`src/rtl/axis_slave_data_check_mem.sv`:
```
// axis_slave_data_check_mem: AXI4-Stream sink checking a repeating 1,3,7,3 lane pattern, TLAST
// placement and one injected TREADY stall. Macro AXIS_CHECK_TSTRB_EN adds a full-strobe check.
//
// state | meaning
// RECV  | tready high, accepting and checking beats
// STALL | tready low for STALL_CYCLES cycles after beat STALL_WORD_ID
// DONE  | frame complete, tready low until reset
module axis_slave_data_check_mem #(
  parameter int C_S_AXIS_TDATA_WIDTH  = 64,
  parameter int NUMBER_OF_INPUT_WORDS = 10,
  parameter int STALL_WORD_ID         = 5,
  parameter int STALL_CYCLES          = 8,
  localparam int CW = $clog2(NUMBER_OF_INPUT_WORDS + 1)
) (
  input  logic                                s00_axis_aclk,
  input  logic                                s00_axis_areset,
  input  logic                                s00_axis_tvalid,
  input  logic [C_S_AXIS_TDATA_WIDTH-1:0]     s00_axis_tdata,
  input  logic [(C_S_AXIS_TDATA_WIDTH/8)-1:0] s00_axis_tstrb,
  input  logic                                s00_axis_tlast,
  output logic                                s00_axis_tready,
  output logic [CW-1:0]                       word_count,
  output logic [CW-1:0]                       err_count,
  output logic [CW-1:0]                       first_err_idx,
  output logic                                done,
  output logic                                pass
);

  localparam int LANES = C_S_AXIS_TDATA_WIDTH / 32;
  localparam int SW    = (STALL_CYCLES > 0) ? $clog2(STALL_CYCLES + 1) : 1;
  localparam logic [CW-1:0] NMAX = CW'(NUMBER_OF_INPUT_WORDS);

  if (C_S_AXIS_TDATA_WIDTH % 32 != 0) begin : g_bad_width
    $error("C_S_AXIS_TDATA_WIDTH must be a multiple of 32");
  end

  typedef enum logic [1:0] {RECV, STALL, DONE} state_t;

  state_t          state_q, state_d;
  logic [SW-1:0]   stall_cnt_q, stall_cnt_d;
  logic            tready_q, tready_d;
  logic [CW-1:0]   word_count_q, word_count_d;
  logic [CW-1:0]   err_count_q, err_count_d;
  logic [CW-1:0]   first_err_idx_q, first_err_idx_d;
  logic            done_q, done_d;
  logic            pass_q, pass_d;

  logic [31:0]                     wc_ext;
  logic [31:0]                     lane_val;
  logic [C_S_AXIS_TDATA_WIDTH-1:0] exp_data;
  logic                            accept;
  logic                            is_last;
  logic                            is_stall_beat;
  logic                            data_err;
  logic                            last_err;
  logic                            strb_err;
  logic                            beat_err;

  assign wc_ext        = 32'(word_count_q);
  assign accept        = s00_axis_tvalid & tready_q;
  assign is_last       = (wc_ext == 32'(NUMBER_OF_INPUT_WORDS - 1));
  assign is_stall_beat = (STALL_CYCLES > 0) && (wc_ext == 32'(STALL_WORD_ID)) && !is_last;

  // Lane pattern repeats every four beats: 1, 3, 7, 3.
  always_comb begin
    lane_val = 32'd1;
    case (wc_ext[1:0])
      2'd0:    lane_val = 32'd1;
      2'd1:    lane_val = 32'd3;
      2'd2:    lane_val = 32'd7;
      default: lane_val = 32'd3;
    endcase
    exp_data = '0;
    for (int l = 0; l < LANES; l++) begin
      exp_data[l*32 +: 32] = lane_val;
    end
  end

  assign data_err = (s00_axis_tdata != exp_data);
  assign last_err = (s00_axis_tlast != is_last);

`ifdef AXIS_CHECK_TSTRB_EN
  assign strb_err = (s00_axis_tstrb != '1);
`else
  logic unused_tstrb;
  assign unused_tstrb = ^s00_axis_tstrb;
  assign strb_err     = 1'b0;
`endif

  assign beat_err = data_err | last_err | strb_err;

  always_ff @(posedge s00_axis_aclk or posedge s00_axis_areset) begin
    if (s00_axis_areset) begin
      state_q         <= RECV;
      stall_cnt_q     <= '0;
      tready_q        <= 1'b0;
      word_count_q    <= '0;
      err_count_q     <= '0;
      first_err_idx_q <= '1;
      done_q          <= 1'b0;
      pass_q          <= 1'b0;
    end else begin
      state_q         <= state_d;
      stall_cnt_q     <= stall_cnt_d;
      tready_q        <= tready_d;
      word_count_q    <= word_count_d;
      err_count_q     <= err_count_d;
      first_err_idx_q <= first_err_idx_d;
      done_q          <= done_d;
      pass_q          <= pass_d;
    end
  end

  always_comb begin
    state_d         = state_q;
    stall_cnt_d     = stall_cnt_q;
    word_count_d    = word_count_q;
    err_count_d     = err_count_q;
    first_err_idx_d = first_err_idx_q;
    done_d          = done_q;
    pass_d          = pass_q;

    case (state_q)
      RECV: begin
        if (accept) begin
          if (word_count_q != NMAX) begin
            word_count_d = word_count_q + CW'(1);
          end
          if (beat_err) begin
            if (err_count_q != NMAX) begin
              err_count_d = err_count_q + CW'(1);
            end
            if (err_count_q == '0) begin
              first_err_idx_d = word_count_q;
            end
          end
          // Frame end is decided by beat count alone; an early tlast only counts as an error.
          if (is_last) begin
            state_d = DONE;
            done_d  = 1'b1;
            pass_d  = !beat_err && (err_count_q == '0);
          end else if (is_stall_beat) begin
            state_d     = STALL;
            stall_cnt_d = SW'(STALL_CYCLES);
          end
        end
      end
      STALL: begin
        stall_cnt_d = stall_cnt_q - SW'(1);
        if (stall_cnt_q == SW'(1)) begin
          state_d = RECV;
        end
      end
      DONE: begin
        state_d = DONE;
      end
      default: begin
        state_d = RECV;
      end
    endcase

    tready_d = (state_d == RECV);
  end

  assign s00_axis_tready = tready_q;
  assign word_count      = word_count_q;
  assign err_count       = err_count_q;
  assign first_err_idx   = first_err_idx_q;
  assign done            = done_q;
  assign pass            = pass_q;

  // A waiting master must not change the beat it is offering.
  property p_hold_stable;
    @(posedge s00_axis_aclk) disable iff (s00_axis_areset)
      (s00_axis_tvalid && !s00_axis_tready) |=>
        ($stable(s00_axis_tdata) && $stable(s00_axis_tlast));
  endproperty

  a_hold_stable: assert property (p_hold_stable)
    else $warning("axis protocol: tdata/tlast changed while tvalid=1 and tready=0");

endmodule

```
`config.mk`:
```
export PLATFORM = sky130hd
export DESIGN_NAME = axis_slave_data_check_mem
export DESIGN_NICKNAME = d
export VERILOG_FILES = /design/src/rtl/axis_slave_data_check_mem.sv
export SDC_FILE = /design/constraint.sdc
export NUM_CORES = 1
export LEC_CHECK = 0
export CAP_MARGIN = 20
export CORE_AREA = 2 2 43 61
export DETAILED_ROUTE_END_ITERATION = 10
export DIE_AREA = 0 0 45 63
export DONT_BUFFER_PORTS = 1
export PLACE_DENSITY = 0.82
export SYNTH_ARGS = -nofsm -noshare
export SYNTH_HDL_FRONTEND = slang
export SYNTH_SLANG_ARGS = --single-unit
export TNS_END_PERCENT = 5
```
`constraint.sdc`:
```
create_clock -name s00_axis_aclk -period 2.3 [get_ports s00_axis_aclk]
set_input_delay 0.46 -clock s00_axis_aclk [delete_from_list [all_inputs] [get_ports s00_axis_aclk]]
set_output_delay 0.46 -clock s00_axis_aclk [all_outputs]
set_load 0.05 [all_outputs]
```
==> results_dict.tcl, run 1 <==
set metrics [dict create \
    n_antenna_cell 0 \
    hold_path.class "input port to async pin" \
    final_cells 177 \
    worstSetupPathType "register to register" \
    finalHoldViolCount 0 \
    synth_nets 226 \
    p_switching_w 0.001082 \
    power.density_nw_per_um2 1414 \
    drt_iter0_markers 37 \
    period_share_pct 93.10 \
    drv.max_cap_violation_count 0 \
    area_growth_pct 9.420 \
    ys_seq_area_share_pct 38.41 \
    drt_wl_total_um 3356 \
    first_pass_iters 4 \
    clockBufferDepth 2 \
    drive_gt1_share_pct 18.18 \
    design_area_um2 1511 \
    cts-buffers-inserted 3 \
    final_antenna_net_count 0 \
    fp.dieW_um 45 \
    cts_tree "yes" \
    core_area_um2 2312 \
    rsz0062_at_grt "true" \
    grt.overflow.total 0 \
    num_rows 21 \
    cts_setup_buffers 0 \
    clkTransAtPathRegs_ps 110 \
    avgSynthCellArea_um2 9.867 \
    gp_congestion 0.9682 \
    reg2reg_depth 7 \
    cts.sinks 21 \
    finalCriticalPeriod_ps 2141 \
    critPathCaptureType "register" \
    yosysTopAreaCell "dfrtp_1" \
    slew_viol_final 0 \
    ios 91 \
    wl_per_cell_um 18.96 \
    yosys_warnings 0 \
    drc 0 \
    via_count 1218 \
    sequentialPowerShare_pct 41.2 \
    grt_usage_pct 25.38 \
    syn_inst 140 \
    grt_pass1_wl_um 5361 \
    grt_pass1_vias 1340 \
    slew_headroom_pct 49.57 \
    peakVddDrop_mv 0.7848 \
    required_ps 2550 \
    place_area_um2 1485 \
    critPathLaunchType "register" \
    status "finished, final reports clean" \
    clock_skew_ps 5.713 \
    tightest_slew_ps 755.5 \
    power_leakage_nw 0.6079 \
    grt_start_max_net_pins 22 \
    crit_fanout 6 \
    die_height_um 63 \
    port_buffers 0 \
    cts-root-buf "clkbuf_4" \
    combinationalPowerShare_pct 50.3 \
    max_freq_ghz 0.4670 \
    r2r_setup_slack_ps 160 \
    setup_viol_count_final 0 \
    nNetsFinal 241 \
    htreeDepth 1 \
    synthTopCellsByArea "dfrtp_1 31%, nor4_1 10%, ha_1 9.1%" \
    clk-insertion-delay-late_ps 310 \
    detail_route.vias_per_cell 6.881 \
    p_int_w 0.001056 \
    p_sw_share_pct 50.60 \
    power.share.clock_pct 8.4 \
    cp.arrival_ps 2390 \
    nFillCells 204 \
    die_area_um2 2835 \
    ys_ff_latch 21 \
    synth.top_cell.area_share_pct 30.80 \
    yosysUniqueCellTypes 31 \
    antenna_found_initial 0 \
    dp_hpwl_um 2851 \
    synth_area_um2 1381 \
    placedCellCount 173 \
    holdBufCountCts 0 \
    start_util_pct 59.74 \
]
state kept, by name, indices dropped and copies added (netlist names):
signal           cells
done                 1
word_count           4
err_count            4
s00_axis_tready      1
state_q              2
pass                 1
stall_cnt_q          4
first_err_idx        4
through the flow:
stage          hold slack (ps)  total power, W  setup TNS [ps]  util, %  worst slack [ps]
2_1_floorplan            433.6        0.001654               0        -             19.92
3_3_place_gp             497.4        0.001897               0    64.23             209.3
3_5_place_dp             512.3        0.001971               0    64.23             160.8
4_1_cts                  179.8        0.002153               0    65.37             131.8
5_1_grt                  221.8        0.002267          -9.408    65.37            -5.524
6_report                 150.7        0.002138               0    65.37             158.7
worst max-delay path, stage by stage, from the launching register on:
cell,delay (ps)
dfrtp_1,470
inv_1,110
ha_1,160
and3b_1,240
xor2_1,290
nor3_2,130
a21oi_2,340
mux2_4,340
path summary, 6_finish.rpt:
kind                                            start                            to
setup reg to reg            word_count[1]$_DFFE_PP0P_  first_err_idx[2]$_DFFE_PP1P_
hold / removal                        s00_axis_areset              pass$_DFFE_PP0P_
setup / recovery            word_count[1]$_DFFE_PP0P_  first_err_idx[2]$_DFFE_PP1P_
min in group s00_axis_aclk            s00_axis_tvalid          state_q[1]$_DFF_PP0_
hold reg to reg                  state_q[0]$_DFF_PP0_          state_q[1]$_DFF_PP0_
max in group asynchronous             s00_axis_areset    stall_cnt_q[1]$_DFFE_PP0P_
power by group through the flow:
stage	clock, W	combinational, W	sequential [W]
final	0.000180	0.00108	0.000881
after CTS	0.000185	0.00109	0.000883
after global routing	0.000197	0.00117	0.000901
after floorplan	0	0.000492	0.00116
after global placement	0	0.00102	0.000875
after detailed placement	0	0.00108	0.000893
area by class of cell:
| class | instances | area [um2] | share of cell area (%) |
|---|---|---|---|
| Multi-Input combinational cell | 111 | 820.8 | 54.30 |
| Sequential cell | 21 | 530.5 | 35.10 |
| Timing Repair Buffer | 10 | 75.07 | 4.967 |
| Inverter | 8 | 30.03 | 1.987 |
| Tap cell | 23 | 28.78 | 1.904 |
| Clock buffer | 4 | 26.28 | 1.738 |
kinds of logic after synthesis:
group | synth area share, %
compound gates | 7.699
xor+xnor | 4.438
fa+ha+maj | 9.058
buf+inv | 2.174
flops | 38.41
mux | 6.250
simple gates | 31.98
layer usage:
layer / wire length, um / GRT usage [%] / vias up
li1: - / - / 571
met1: 1138 / 26.01 / 578
met2: 1918 / 46.79 / 60
met3: 187 / 1.445 / 9
met4: 112 / 14.71 / 0
met5: 0 / 0 / -
cells in the mapped netlist:
cell / n
a2111o_1: 1
a211oi_1: 1
a21oi_1: 2
a21oi_2: 1
a31oi_1: 2
and3_1: 1
and3b_1: 3
dfrtp_1: 17
dfstp_2: 4
ha_1: 10
inv_1: 8
mux2_2: 1
mux2_4: 5
nand2_1: 12
nand2b_1: 2
nand3_1: 7
nand4_1: 5
nor2_1: 2
nor3_1: 3
nor3_2: 2
nor3b_1: 4
nor4_1: 23
nor4_4: 1
nor4b_1: 3
nor4b_2: 1
o21ai_0: 7
o21ai_1: 3
o22ai_1: 1
or3_1: 1
xnor2_1: 5
xor2_1: 2
placed cells by master, fill, tap and decap left out, drive strengths merged:
| master | n |
|---|---|
| and3 | 1 |
| nor2 | 2 |
| nor4b | 4 |
| or3 | 1 |
| dfstp | 4 |
| nand2b | 2 |
| nor4 | 24 |
| o22ai | 1 |
| ha | 10 |
| a211oi | 1 |
| a31oi | 2 |
| nand2 | 12 |
| mux2 | 6 |
| inv | 8 |
| nor3 | 5 |
| nand3 | 7 |
| a2111o | 1 |
| buf | 10 |
| o21ai | 10 |
| nor3b | 4 |
| and3b | 3 |
| xnor2 | 5 |
| clkbuf | 4 |
| a21oi | 3 |
| xor2 | 2 |
| dfrtp | 17 |
| nand4 | 5 |
what timing repair did:
item	CTS	global route
resized for setup	0	0
hold endpoints to repair	0	0
endpoints found under the setup margin	0	3
No activity file was read; power rests on OpenSTA's default activity.
==> inputs of run 2 (changes only) <==
--- a/config.mk
+++ b/config.mk
@@ -7,6 +7,7 @@
 export LEC_CHECK = 0
 export CAP_MARGIN = 20
 export CORE_AREA = 2 2 43 61
+export CTS_CLUSTER_DIAMETER = 80
 export DETAILED_ROUTE_END_ITERATION = 10
 export DIE_AREA = 0 0 45 63
 export DONT_BUFFER_PORTS = 1
==> results of run 2 <==
Final layout, timing and power as in run 1 (identical DEF).
